`src/rtl/adc_sample_collector.sv`:
```
// Polls the sequence counters of the masked ADC channels over a simple read bus and
// queues every fresh sample, tagged with its channel, in a show-ahead FIFO.
module adc_sample_collector #(
  parameter logic [10:0] ADC_POSITION = 11'h000,
  parameter int          FIFO_DEPTH   = 16
) (
  input  logic        clk,
  input  logic        reset,
  input  logic        enable,
  input  logic [7:0]  channel_mask,
  output logic [18:0] adc_addr,
  output logic        adc_re,
  input  logic [15:0] adc_data,
  input  logic        rd_en,
  output logic [15:0] fifo_data,
  output logic [2:0]  fifo_chan,
  output logic        fifo_empty,
  output logic [4:0]  fifo_count,
  output logic        overflow,
  output logic        missed,
  input  logic        clear_flags
);

  localparam logic [3:0] CMD_SEQUENCE = 4'h8;
  localparam logic [3:0] CMD_SAMPLE   = 4'h7;
  localparam int         AW           = $clog2(FIFO_DEPTH);
  localparam logic [4:0] DEPTH        = 5'(FIFO_DEPTH);

  typedef enum logic [2:0] {
    IDLE, SEQ_REQ, SEQ_WAIT, SAMP_REQ, SAMP_WAIT, PUSH, NEXT
  } state_t;

  typedef struct packed {
    logic [2:0]  chan;
    logic [15:0] data;
  } entry_t;

  state_t          state;
  logic [2:0]      cur_ch;
  logic [15:0]     new_seq;
  logic [15:0]     sample;
  logic [15:0]     last_seq [8];
  entry_t          mem [FIFO_DEPTH];
  logic [AW-1:0]   wr_ptr, rd_ptr;
  logic [4:0]      count;
  logic [2:0]      first_ch, following_ch;
  logic [15:0]     seq_step;
  logic            do_push, do_pop, full;

  function automatic logic [2:0] lowest_set(input logic [7:0] mask);
    lowest_set = '0;
    for (int i = 7; i >= 0; i--)
      if (mask[i]) lowest_set = 3'(i);
  endfunction

  // Scans the offsets farthest-first so the nearest set bit above 'from' wins;
  // offset 0 (from itself) is the fallback when it is the only set bit.
  function automatic logic [2:0] next_set(input logic [7:0] mask, input logic [2:0] from);
    logic [2:0] c;
    next_set = from;
    for (int i = 7; i >= 1; i--) begin
      c = from + 3'(i);
      if (mask[c]) next_set = c;
    end
  endfunction

  assign first_ch     = lowest_set(channel_mask);
  assign following_ch = next_set(channel_mask, cur_ch);
  assign seq_step     = new_seq - last_seq[cur_ch];
  assign full         = (count == DEPTH);
  assign do_pop       = rd_en && (count != 5'd0);
  assign do_push      = (state == PUSH) && (!full || rd_en);

  // NOTE: every sequential block uses non-blocking assignments so all registers
  // update together on the edge and no read depends on statement order.
  always_ff @(posedge clk) begin
    if (reset) begin
      state    <= IDLE;
      cur_ch   <= '0;
      adc_re   <= 1'b0;
      adc_addr <= '0;
      new_seq  <= '0;
      sample   <= '0;
      overflow <= 1'b0;
      missed   <= 1'b0;
      for (int i = 0; i < 8; i++) last_seq[i] <= '0;
    end else begin
      adc_re <= 1'b0;
      // Clearing comes first so a flag set later in this cycle takes priority.
      if (clear_flags) begin
        overflow <= 1'b0;
        missed   <= 1'b0;
      end
      case (state)
        IDLE: begin
          if (enable && (channel_mask != 8'h00)) begin
            cur_ch   <= first_ch;
            adc_re   <= 1'b1;
            adc_addr <= {ADC_POSITION, 1'b0, first_ch, CMD_SEQUENCE};
            state    <= SEQ_REQ;
          end
        end
        SEQ_REQ: state <= SEQ_WAIT;
        SEQ_WAIT: begin
          new_seq <= adc_data;
          if (adc_data != last_seq[cur_ch]) begin
            adc_re   <= 1'b1;
            adc_addr <= {ADC_POSITION, 1'b0, cur_ch, CMD_SAMPLE};
            state    <= SAMP_REQ;
          end else begin
            state <= NEXT;
          end
        end
        SAMP_REQ: state <= SAMP_WAIT;
        SAMP_WAIT: begin
          sample <= adc_data;
          state  <= PUSH;
        end
        PUSH: begin
          if (!do_push) overflow <= 1'b1;
          if (seq_step > 16'd1) missed <= 1'b1;
          last_seq[cur_ch] <= new_seq;
          state            <= NEXT;
        end
        NEXT: begin
          if (channel_mask != 8'h00) cur_ch <= following_ch;
          if (enable && (channel_mask != 8'h00)) begin
            adc_re   <= 1'b1;
            adc_addr <= {ADC_POSITION, 1'b0, following_ch, CMD_SEQUENCE};
            state    <= SEQ_REQ;
          end else begin
            state <= IDLE;
          end
        end
        default: state <= IDLE;
      endcase
    end
  end

  always_ff @(posedge clk) begin
    if (reset) begin
      wr_ptr <= '0;
      rd_ptr <= '0;
      count  <= '0;
    end else begin
      if (do_push) wr_ptr <= wr_ptr + AW'(1);
      if (do_pop)  rd_ptr <= rd_ptr + AW'(1);
      count <= count + 5'(do_push) - 5'(do_pop);
    end
  end

  // NOTE: the storage array has no reset; entries are only visible once written,
  // and the head is forced to zero while the FIFO is empty.
  always_ff @(posedge clk) begin
    if (!reset && do_push) mem[wr_ptr] <= '{chan: cur_ch, data: sample};
  end

  assign fifo_empty = (count == 5'd0);
  assign fifo_count = count;
  assign fifo_data  = fifo_empty ? 16'h0000 : mem[rd_ptr].data;
  assign fifo_chan  = fifo_empty ? 3'd0     : mem[rd_ptr].chan;

endmodule
```
`config.mk`:
```
export PLATFORM = sky130hd
export DESIGN_NAME = adc_sample_collector
export DESIGN_NICKNAME = d
export VERILOG_FILES = /design/src/rtl/adc_sample_collector.sv
export SDC_FILE = /design/constraint.sdc
export NUM_CORES = 1
export LEC_CHECK = 0
export CAP_MARGIN = 15
export CORE_AREA = 2 2 195 197
export DETAILED_ROUTE_END_ITERATION = 16
export DIE_AREA = 0 0 197 199
export GPL_TIMING_DRIVEN = 1
export PLACE_DENSITY = 0.79
export SYNTH_ARGS = -nofsm -noshare
export SYNTH_HDL_FRONTEND = slang
export SYNTH_SLANG_ARGS = --single-unit
```
`constraint.sdc`:
```
create_clock -name clk -period 4.6 [get_ports clk]
set_input_delay 0.69 -clock clk [delete_from_list [all_inputs] [get_ports clk]]
set_output_delay 0.69 -clock clk [all_outputs]
set_load 0.005 [all_outputs]
```
==> flow_summary.toml, run 1 <==
[floorplan]
io-pin-count = 76
start_util_pct = 59.1
die_x_um = 197
die_h_um = 199
die-area_um2 = 39200
core_area_um2 = 37100
rows = 71

[clock_network]
hold_buffers = 0
clkTransAtPathRegs_ns = 0.06
cts_resized = 0
clkLatencyLatePin_ns = 0.60
numCtsBuffers = 49
cts_root_buffer = "clkbuf_16"
htree_levels = 2
clock_sinks = 498
cts_buffer_depth = 3
cts_tree = "done"
post-cts-setup-buffers = 0

[synthesis]
synth_adder_area_share_pct = 2.07
synth_seq_cells = 498
synth_top_area_share_pct = 59.2
yosysWarnings = 0
synth_common_cells = "edfxtp_1, mux4_2, nand2_1, and3_1"
synth.distinct_cells = 62
synth_top_cell_by_area = "edfxtp_1"
synth_top_family_by_area = "multiplexers"
synth_cells = 1411
synth_flop_cell = "edfxtp_1"
synthArstFlopShare_pct = 0
avgSynthCellArea_um2 = 15.5
synth_area_um2 = 21900
synthSimpleGateAreaFrac_pct = 9.46
ys_seq_area_share_pct = 65.2
synth_mux_area_share_pct = 15.2
synth_edf_count = 432
synth_most_common_cell = "edfxtp_1"
synth_compound_area_share_pct = 4.51
synth_xor_area_share_pct = 1.16
synth.area.top_cells = "edfxtp_1, mux4_2, dfxtp_1"

[setup_path]
cp.required_ns = 3.91
worstPathArrival_ns = 3.23
cp_max_fo = 76
crit_type = "register to primary output"
end_kind = "primary output"
worstSetupStartpointType = "register"

[global_routing]
grt.overflow.total = 0
track_usage_pct = 26.3
antenna_found_initial = 0
grt_max_degree = 77
grt_first_pass_wirelength_um = 75500
grt_pass1_vias = 12379

[power]
power_w = 0.0115
internal_power_w = 0.00857
swShare_pct = 25.4
power_leakage_nw = 8.57
p_comb_share_pct = 19.8
seq_power_share_pct = 44.6
vdd_ir_drop_max_mv = 0.340
p_sw_w = 0.00291
clkPwrFrac_pct = 35.6
power_density_nw_per_um2 = 464

[final_layout]
n_antenna_cell = 0
fillerInstances = 2473
nNetsFinal = 1536
area_growth_pct = 12.8
drive_gt1_share_pct = 17.5

[run]
drv_cap = 0

[sta]
slew_headroom_pct = 26.8
setup_tns_ns = 0
setup_viol_count_final = 0
hold_viol = 0
fmax_ghz = 0.255
skew_ns = 0.0263
slew_violations = 0
rsz0062_at_grt = "false"
worstMarginPinSlew_ns = 1.09
fin_crit_sh_pct = 85.3
layout_min_cycle_time_ns = 3.92
timing.hold.ws_ns = 0.466
post-route-worst-setup-slack_ns = 0.678

[detailed_routing]
wl_per_cell_um = 25.4
vias = 12384
ant_nets = 0
drc = 0
wirelength_um = 50300
viasPerCell = 6.24
drt-pass1-iter-count = 5
first_iter_violations = 1097

[placement]
port_buffers = 63
hpwlAfterDp_um = 30400
place_congestion = 0.928
dp_slack_ns = 0.747

[hold_path]
min_path_type = "register to register"

[outcome]
status = "finished, final reports clean"
path summary, 6_finish.rpt:
kind	from	endpoint	slack, ns	cells after the start
min reg2reg	adc_addr[5]$_SDFFE_PP0P_	adc_addr[5]$_SDFFE_PP0P_	0.47	2
max reg2reg	register	missed$_SDFF_PP0_	0.78	11
min	adc_addr[5]$_SDFFE_PP0P_	adc_addr[5]$_SDFFE_PP0P_	0.47	2
max	register	fifo_chan[0]	0.68	5
critical path, stage by stage, from the launching register on:
cell             delay, ns
dfxtp_4               0.35
buf_12                0.44
mux4_2                0.62
mux4_2                0.48
nor2b_1               0.18
clkdlybuf4s50_1       0.47
area by class of cell:
class                   instances  area (µm²)  area share (%)
flip-flops and latches        498       14300            57.8
multi-input cells             803        7200            29.1
clock buffers                  72        1390            5.63
repair buffers                 95         903            3.65
well taps                     474         593            2.40
clock inverters                18         245           0.992
inverters                      25        93.8           0.379
through the flow:
| stage | utilization, % | area [µm²] | cells |
|---|---|---|---|
| final | 66.6 | 24700 | 1985 |
| after global routing | 66.6 | 24700 | 1985 |
| after CTS | 66.6 | 24700 | 1985 |
| after global placement | 62.2 | 23100 | 1895 |
| after floorplan | - | 22000 | 1422 |
| after detailed placement | 62.2 | 23100 | 1895 |
power by group through the flow:
stage                     combinational, W  sequential [W]  clock (W)
after floorplan                    0.00159         0.00514          0
after global placement             0.00224         0.00520          0
after detailed placement           0.00227         0.00521          0
after CTS                          0.00230         0.00511    0.00413
after global routing               0.00246         0.00513    0.00429
final                              0.00227         0.00511    0.00409
logic make-up after synthesis:
kind of cell	count (synthesis)
other cells	1
buf+inv	121
simple gates	397
flops	498
mux	179
fa+ha+maj	35
compound gates	151
xor+xnor	29
state kept, by name, summed over array words and instances (netlist names), named ones only:
signal and count:
last_seq 128, cur_ch 3, sample 16, new_seq 16, wr_ptr 4, fifo_count 5, adc_addr 5, adc_re 1
state 3, mem 304, rd_ptr 4, missed 1, overflow 1
routing by layer:
layer	vias to the layer above	track usage (%)	part of all wire, %
li1	5524	-	-
met1	6239	34.1	38
met2	519	45.4	52
met3	102	4.68	7.5
met4	0	8.97	2.8
met5	-	0	0
cells in the final DEF (no fill, tap or decap), drive strengths merged, types with 12 or more instances in the layout:
cell type and instances:
clkbuf 72, inv 27, mux2i 52, edfxtp 432, nor2b 29, nor3 15, o21ai 20, buf 33
and2 67, nand2b 12, a21oi 58, xnor2 19, ha 33, nand2 104, dfxtp 66, a21o 15
and3 71, mux4 122, clkdlybuf4s50 62, nor2 59, conb 12
No activity file was read; power rests on OpenSTA's default activity.
==> inputs of run 2 (changes only) <==
ABC_CLOCK_PERIOD_IN_PS = 4600   (was not set)
SKIP_LAST_GASP = 1   (was not set)
==> results of run 2 <==
No change in the layout: final DEF, timing and power equal those of run 1.
